[config.mk]
export PLATFORM = sky130hd
export DESIGN_NAME = alex_relay_sequencer
export DESIGN_NICKNAME = d
export VERILOG_FILES = /design/src/rtl/alex_relay_sequencer.sv
export SDC_FILE = /design/constraint.sdc
export NUM_CORES = 1
export LEC_CHECK = 0
export ABC_AREA = 0
export CORE_ASPECT_RATIO = 1.5
export CORE_MARGIN = 2
export CORE_UTILIZATION = 53
export DETAILED_ROUTE_END_ITERATION = 16
export PLACE_DENSITY = 0.82
export SLEW_MARGIN = 20
export SYNTH_ARGS = -nofsm -noshare
export SYNTH_HDL_FRONTEND = slang
export SYNTH_SLANG_ARGS = --single-unit
[constraint.sdc]
create_clock -name clock -period 5.2 [get_ports clock]
set_clock_uncertainty 0.2 [all_clocks]
set_input_delay 1.04 -clock clock [delete_from_list [all_inputs] [get_ports clock]]
set_output_delay 1.04 -clock clock [all_outputs]
set_load 0.02 [all_outputs]
[src/rtl/alex_relay_sequencer.sv]
// Alex filter-board relay sequencer.
// Serialises relay words and keeps TX muted while relays move.
module alex_relay_sequencer #(
   parameter int CLK_DIV       = 4,
   parameter int MUTE_CYCLES   = 1228,
   parameter int LATCH_CYCLES  = 4,
   parameter int SETTLE_CYCLES = 614400
) (
   input  logic       clock,
   input  logic       reset,
   input  logic [6:0] lpf_req,
   input  logic [5:0] hpf_req,
   input  logic       ptt_in,
   output logic       SPI_data,
   output logic       SPI_clock,
   output logic       load_strobe,
   output logic       tx_inhibit,
   output logic       busy,
   output logic [6:0] lpf_active,
   output logic [5:0] hpf_active
);

   localparam int CW = 20;

   // Reload values are "count - 1" so each phase lasts exactly count cycles.
   localparam int DIV_M1 = (CLK_DIV > 0) ? CLK_DIV - 1 : 0;
   localparam int MUTE_M1 = (MUTE_CYCLES > 0) ? MUTE_CYCLES - 1 : 0;
   localparam int LATCH_M1 = (LATCH_CYCLES > 0) ? LATCH_CYCLES - 1 : 0;
   localparam int SETTLE_M1 = (SETTLE_CYCLES > 0) ? SETTLE_CYCLES - 1 : 0;

   localparam logic [CW-1:0] DIV_LD    = CW'(DIV_M1);
   localparam logic [CW-1:0] MUTE_LD   = CW'(MUTE_M1);
   localparam logic [CW-1:0] LATCH_LD  = CW'(LATCH_M1);
   localparam logic [CW-1:0] SETTLE_LD = CW'(SETTLE_M1);

   typedef enum logic [2:0] {
      IDLE,
      MUTE,
      SHIFT,
      LATCH,
      SETTLE
   } state_t;

   state_t        state;
   state_t        state_n;
   logic [CW-1:0] cnt;
   logic [CW-1:0] cnt_n;
   logic [CW-1:0] cnt_dec;
   logic [3:0]    bit_idx;
   logic [3:0]    bit_n;
   logic          phase;
   logic          phase_n;
   logic [13:0]   snap;
   logic [13:0]   snap_n;
   logic          force_load;
   logic          force_n;
   logic          pending;
   logic          pend_n;

   logic [6:0]    lpf_q;
   logic [5:0]    hpf_q;
   logic          ptt_q;
   logic [13:0]   req_q;
   logic          change;
   logic [15:0]   word_n;

   logic          spi_data_n;
   logic          spi_clock_n;
   logic          strobe_n;
   logic          tx_n;
   logic          busy_n;
   logic [6:0]    lpf_act_n;
   logic [5:0]    hpf_act_n;

   assign req_q   = {ptt_q, hpf_q, lpf_q};
   assign change  = (req_q != snap);
   assign cnt_dec = (cnt == '0) ? '0 : cnt - 1'b1;

   // Request capture; free-running so a forced load sees the live request.
   always_ff @(posedge clock) begin
      lpf_q <= lpf_req;
      hpf_q <= hpf_req;
      ptt_q <= ptt_in;
   end

   // Sequencer next-state, counters and registered-output values.
   always_comb begin
      state_n   = state;
      cnt_n     = cnt;
      bit_n     = bit_idx;
      phase_n   = phase;
      snap_n    = snap;
      force_n   = force_load;
      pend_n    = pending;
      lpf_act_n = lpf_active;
      hpf_act_n = hpf_active;

      unique case (state)
         IDLE: begin
            if (change || force_load || pending) begin
               snap_n  = req_q;
               force_n = 1'b0;
               pend_n  = 1'b0;
               if (ptt_q || snap[13]) begin
                  state_n = MUTE;
                  cnt_n   = MUTE_LD;
               end else begin
                  state_n = SHIFT;
                  cnt_n   = DIV_LD;
                  bit_n   = 4'd15;
                  phase_n = 1'b0;
               end
            end
         end
         MUTE: begin
            if (cnt == '0) begin
               state_n = SHIFT;
               cnt_n   = DIV_LD;
               bit_n   = 4'd15;
               phase_n = 1'b0;
            end else begin
               cnt_n = cnt_dec;
            end
         end
         SHIFT: begin
            if (cnt != '0) begin
               cnt_n = cnt_dec;
            end else if (!phase) begin
               phase_n = 1'b1;
               cnt_n   = DIV_LD;
            end else if (bit_idx == 4'd0) begin
               state_n   = LATCH;
               cnt_n     = LATCH_LD;
               phase_n   = 1'b0;
               lpf_act_n = snap[6:0];
               hpf_act_n = snap[12:7];
            end else begin
               bit_n   = bit_idx - 4'd1;
               phase_n = 1'b0;
               cnt_n   = DIV_LD;
            end
         end
         LATCH: begin
            if (cnt == '0) begin
               state_n = SETTLE;
               cnt_n   = SETTLE_LD;
            end else begin
               cnt_n = cnt_dec;
            end
         end
         SETTLE: begin
            if (cnt == '0) begin
               state_n = IDLE;
            end else begin
               cnt_n = cnt_dec;
            end
         end
         default: begin
            state_n = IDLE;
         end
      endcase

      // A request that moves mid-sequence is replayed once we are back.
      if (state != IDLE && change) begin
         pend_n = 1'b1;
      end

      word_n      = {2'b00, snap_n};
      spi_clock_n = (state_n == SHIFT) && phase_n;
      spi_data_n  = (state_n == SHIFT) ? word_n[bit_n] : 1'b0;
      strobe_n    = (state_n == LATCH);
      busy_n      = (state_n != IDLE);
      tx_n        = (state_n != IDLE) || pend_n;
   end

   // Sequencer state register.
   always_ff @(posedge clock) begin
      if (reset) begin
         state      <= IDLE;
         cnt        <= '0;
         bit_idx    <= 4'd0;
         phase      <= 1'b0;
         snap       <= '0;
         force_load <= 1'b1;
         pending    <= 1'b0;
      end else begin
         state      <= state_n;
         cnt        <= cnt_n;
         bit_idx    <= bit_n;
         phase      <= phase_n;
         snap       <= snap_n;
         force_load <= force_n;
         pending    <= pend_n;
      end
   end

   // Glitch-free registered outputs to the Alex connector and TX chain.
   always_ff @(posedge clock) begin
      if (reset) begin
         SPI_data    <= 1'b0;
         SPI_clock   <= 1'b0;
         load_strobe <= 1'b0;
         tx_inhibit  <= 1'b1;
         busy        <= 1'b0;
         lpf_active  <= 7'd0;
         hpf_active  <= 6'd0;
      end else begin
         SPI_data    <= spi_data_n;
         SPI_clock   <= spi_clock_n;
         load_strobe <= strobe_n;
         tx_inhibit  <= tx_n;
         busy        <= busy_n;
         lpf_active  <= lpf_act_n;
         hpf_active  <= hpf_act_n;
      end
   end

endmodule

# --- Word-level counts from Yosys, hierarchy flattened ---
# Cells that the tools add are included.
totals:
  wordCells: 85
  reg_bits: 76
op_classes:
  reduce_logical: 17
  muxes: 37
  add_sub_neg: 2
  eq_ne: 9
  bitwise_logic: 2
  n_lt_le_gt_ge: 1
ops:
  columns: ["op", "count"]
  rows:
  - ["$mux 20", 6]
  - ["$pmux 20 s5", 1]
  - ["$mux 14", 2]
  - ["$mux 4", 6]
  - ["$mux 3", 7]
  - ["$logic_not 20->1", 1]
  - ["$reduce_bool 20->1", 1]
  - ["$sub 20x1->20 const B", 1]
  - ["$pmux 3 s5", 1]
  - ["$ne 14x14->1", 1]
  - ["$eq 3x2->1 const B", 4]
  - ["$pmux 4 s3", 1]
  - ["$mux 11", 1]
  - ["$mux 1", 9]
  - ["$reduce_bool 3->1", 2]
  - ["$lt 4x5->1 const B", 1]
  - ["$reduce_bool 5->1", 1]
  - ["$bmux 1 s4", 1]
  - ["$logic_not 4->1", 1]
  - ["$logic_or 1x1->1", 4]
  - ["$ne 2x2->1 const B", 2]
  - ["$reduce_and 4->1", 1]
  - ["$sub 4x1->4 const B", 1]
  - ["$eq 3x1->1 const B", 1]
  - ["other kinds (9)", 11]

# --- Depth between registers and ports, before layout ---
logic_depth:
  word_depth: 8
  depth_mapped: 12
  mapped_depth_nobuf: 10

# --- Worst setup path after synthesis ---
# Ideal clock, no wire load.
synth_path:
  path_kind: "register to register"
  from: "register bit_idx[0]"
  to: "register SPI_data"
  arrival_ps: 2421
  period_less_slack_ps: 2752
  path_stages_with_launch: 11
  setup_time_ps: 131
  setup_slack_ps: 2448
  path_cell_list: "dfxtp_1 inv_1 ha_1 or3b_1 a31oi_1 o31ai_2 a21oi_2 mux2_1 o2111a_1 a211oi_1 a211oi_2"
synth_between:
  elab_chain_len: 8
  elab_cells_between_ends: 18
  cone_classes: "add/sub (1); eq/ne (1); mux (13); bitwise (1); reduce/logical (2)"
synth_lines:
  columns: ["element", "line", "text"]
  rows:
  - ["start: declaration", "49", "logic [3:0] bit_idx;"]
  - ["start signal: assignment", "189", "bit_idx <= bit_n;"]
  - ["parallel branches: the longest is 8 deep, another holds $sub 4x1->4", null, null]
  - ["end signal: assignment", "208", "SPI_data <= spi_data_n;"]
  - ["end: declaration", "14", "output logic SPI_data,"]
# Parallel ways; which one is timed is not known. The select of a mux whose other input is x is not followed.
# A chain may end at the register's enable or synchronous reset.

# --- Worst setup path in the final report ---
layout_path:
  from: "register cnt[0]"
  to: "register SPI_data"
layout_between:
  elab_chain_len: 6
  elab_cells_between_ends: 15
  cone_classes: "eq/ne (1); mux (10); bitwise (1); reduce/logical (3)"
layout_lines:
  columns: ["element", "line", "text"]
  rows:
  - ["start: declaration", "46", "logic [CW-1:0] cnt;"]
  - ["start signal: assignment", "188", "cnt <= cnt_n;"]
  - ["parallel branches: the longest is 6 deep, another holds $reduce_bool 20->1", null, null]
# Parallel ways; which one is timed is not known. The select of a mux whose other input is x is not followed.

==> run summary <==
outcome: completed
Synth async-reset ratio: 0
CP endpoint kind: register
critical path arrival: 3.53 ns
CTS tree: done
CTS H-tree depth: 3
Clk Latency, worst-skew pair: 0.36 ns
nets: 508
die width: 73.0 um
clock sinks: 76
Buf/Inv on CP: 1
sw power: 824 uW
first-pass GRT wire length: 15000 um
setup TNS: 0 ns
Hold WS: 0.254 ns
count of state elements after synthesis: 76
Flop pwr share: 0.383
dpl cell area: 4110 um^2
synthesized instance count: 466
fin crit period: 3.45 ns
pin count of the biggest net entering global routing: 58
GRT Total Usage: 0.247
Post-synth EDFFs: 0
Pleak: 0.00162 uW
1st-iter DRT viols: 301
global route overflow: 0
Yosys cell types: 71
DIE AREA: 7850 um^2
Post-Place Cells: 554
Via density: 6.12
crit path launch type: register
area grow syn2layout: 13.4%
count leader, synth: nand2_1
Top FF cell, synth: dfxtp_1
Compound-Gate Fraction of Synth Area: 0.218
post-synth top area cell: dfxtp_1
Fmax: 0.290 GHz
Resize count post-CTS: 0
yosys warns: 0
IO buf count: 33
worst-margin pin slew: 1.01 ns
Yosys top cell area share: 0.402
Worst path depth: 10
Crit Path Class: reg2reg
dpl hpwl: 6600 um
post-route cell area: 4300 um^2
Synth Area in XOR/XNOR: 0.0439
die height: 108 um
Hold Fails Final Rpt: 0
Synth Net Count: 487
Post-CTS Hold Buffers: 0
number of global-route vias before repair: 3202
Post-Syn Area: 3790 um^2
initial antenna violation count: 0
Setup Buffers After CTS: 0
worst hold path class: reg2reg
# rows: 37
CTS buffer count: 9
worst hold path depth: 2
PD cells: 474 nW/um^2
Initial Util: 0.549
maximum vdd ir drop: 0.276 mV
switching share of total power: 0.404
Final Cycle Share: 0.663
main combinational cell family by area after synthesis: simple AND/OR/NAND/NOR gates
Final Instance Count excl. Fillers: 570
vias after detailed routing: 3490
clk buf depth: 2
io pins: 34
final-report setup violation count: 0
maxcap violations: 0
CP max stage cell: a21o_1
internal power: 1210 uW
top cells by count, synth: 78 x nand2_1, 76 x dfxtp_1, 53 x a21oi_1, 42 x nor2_1, 26 x o21ai_0
wire per inst: 16.2 um
Critical Path RT: 5.28 ns
drt pass-1 iters: 5
Syn Area/Cell: 8.13 um^2
Slew headroom: 0.324
Crit path max-delay family: simple AND/OR/NAND/NOR gates
clock share of power: 0.210
Area contributors post-synth: dfxtp_1 40%, nand2_1 7.7%, a21oi_1 7.0%, nor2_1 4.2%, o21ai_0 3.4%
layout cells sized above 1: 0.0711
clk slew on worst S/H paths: 0.08 ns
adder-cell share of the synthesized area: 0.0192
core area: 6900 um^2
Final Max Slew Viols: 0
RSZ-0062 raised after global routing: no
R2R setup slack: 1.75 ns
mux cell area share after synthesis: 0.0139
DRC: 0
RD Place Congestion: 0.910
crit-path cells: inv_1, ha_1, nor3b_1, and3_1, nand3_2, and3_4, a21o_1, a221oi_2, nand2_1, a211oi_2
Ant. Diodes: 0
final wirelength: 9250 um
Root Buffer Master: clkbuf_8
Gate power share: 0.407
CP max FO: 27
sequential area share after synthesis: 0.402
Worst R2R Path Depth: 10
Synth Area in Simple Gates: 0.262
Largest stage delay, worst path: 0.44 ns
post-detailed-route count of antenna-violating nets: 0
metrics by stage:
step | power (uW) | util | worst slack, ns
after floorplan | 1410 | - | 2.45
after global placement | 1570 | 0.596 | 2.00
after detailed placement | 1600 | 0.596 | 1.81
after CTS | 2030 | 0.623 | 1.79
after global routing | 2170 | 0.623 | 1.50
final | 2040 | 0.623 | 1.75
final cells by class:
type                    instances  area (um^2)
fillers                       604         2600
multi-input cells             352         2110
well taps                      78         97.6
inverters                      14         52.6
clock inverters                 5         52.6
clock buffers                  11          131
flip-flops and latches         76         1520
repair buffers                 34          333
cells in the final DEF, fill, tap and decap left out, types with 2 or more instances in the layout:
cell / n
clkbuf_8: 9
mux2i_1: 3
inv_1: 13
ha_1: 5
nor3_4: 2
xnor2_1: 11
dfxtp_1: 76
clkbuf_1: 2
clkdlybuf4s50_1: 32
o21a_1: 6
and3_1: 6
nor3_1: 13
nand2_1: 78
a21oi_2: 2
and4_1: 2
nand3_1: 14
a211oi_1: 7
clkinv_2: 3
a311oi_1: 2
a21oi_1: 53
or3_1: 3
xor2_1: 8
nor2_1: 42
nand2b_1: 3
nor3b_1: 3
a31oi_1: 2
a22oi_1: 4
o2111ai_1: 3
o21ai_0: 26
nor2b_1: 3
a21o_1: 5
nand4_1: 9
per-layer routing:
layer,vias to the layer above,track usage,share of wire,routed length [um]
met2,127,0.440,0.54,4970
met4,0,0.134,0.031,289
met5,-,0,0,0
met3,29,0.0468,0.049,454
li1,1693,-,-,-
met1,1641,0.267,0.38,3540
path summary, 6_finish.rpt:
path,start,end
max,cnt[0],SPI_data
min,hpf_active[2],hpf_active[2]
max reg2reg,cnt[0],SPI_data
min reg2reg,hpf_active[2],hpf_active[2]
worst reg2reg max path, cell delays in order, from the launching register on:
cell	delay [ns]
dfxtp_1	0.36
inv_1	0.10
ha_1	0.17
nor3b_1	0.32
and3_1	0.35
nand3_2	0.32
and3_4	0.32
a21o_1	0.44
a221oi_2	0.43
nand2_1	0.15
a211oi_2	0.20
logic make-up after synthesis:
logic type	Yosys count
buffers and inverters	38
muxes	5
DFF	76
adders and majority gates	6
and+or+nand+nor	194
AOI/OAI and AO/OA	128
xor gates and xnor gates	19
registers in the layout, summed over array words and instances (netlist names):
name         count
lpf_active       7
load_strobe      1
lpf_q            7
phase            1
state            3
tx_inhibit       1
SPI_clock        1
ptt_q            1
pending          1
cnt             20
SPI_data         1
hpf_active       6
snap            14
busy             1
hpf_q            6
force_load       1
bit_idx          4
power by group through the flow:
stage / registers, uW / clock network, uW / logic (uW)
3_3_place_gp: 783 / 0 / 792
3_5_place_dp: 787 / 0 / 810
6_report: 779 / 428 / 830
4_1_cts: 775 / 435 / 816
2_1_floorplan: 750 / 0 / 663
5_1_grt: 790 / 459 / 917
Power figures use the tool's default switching activity.
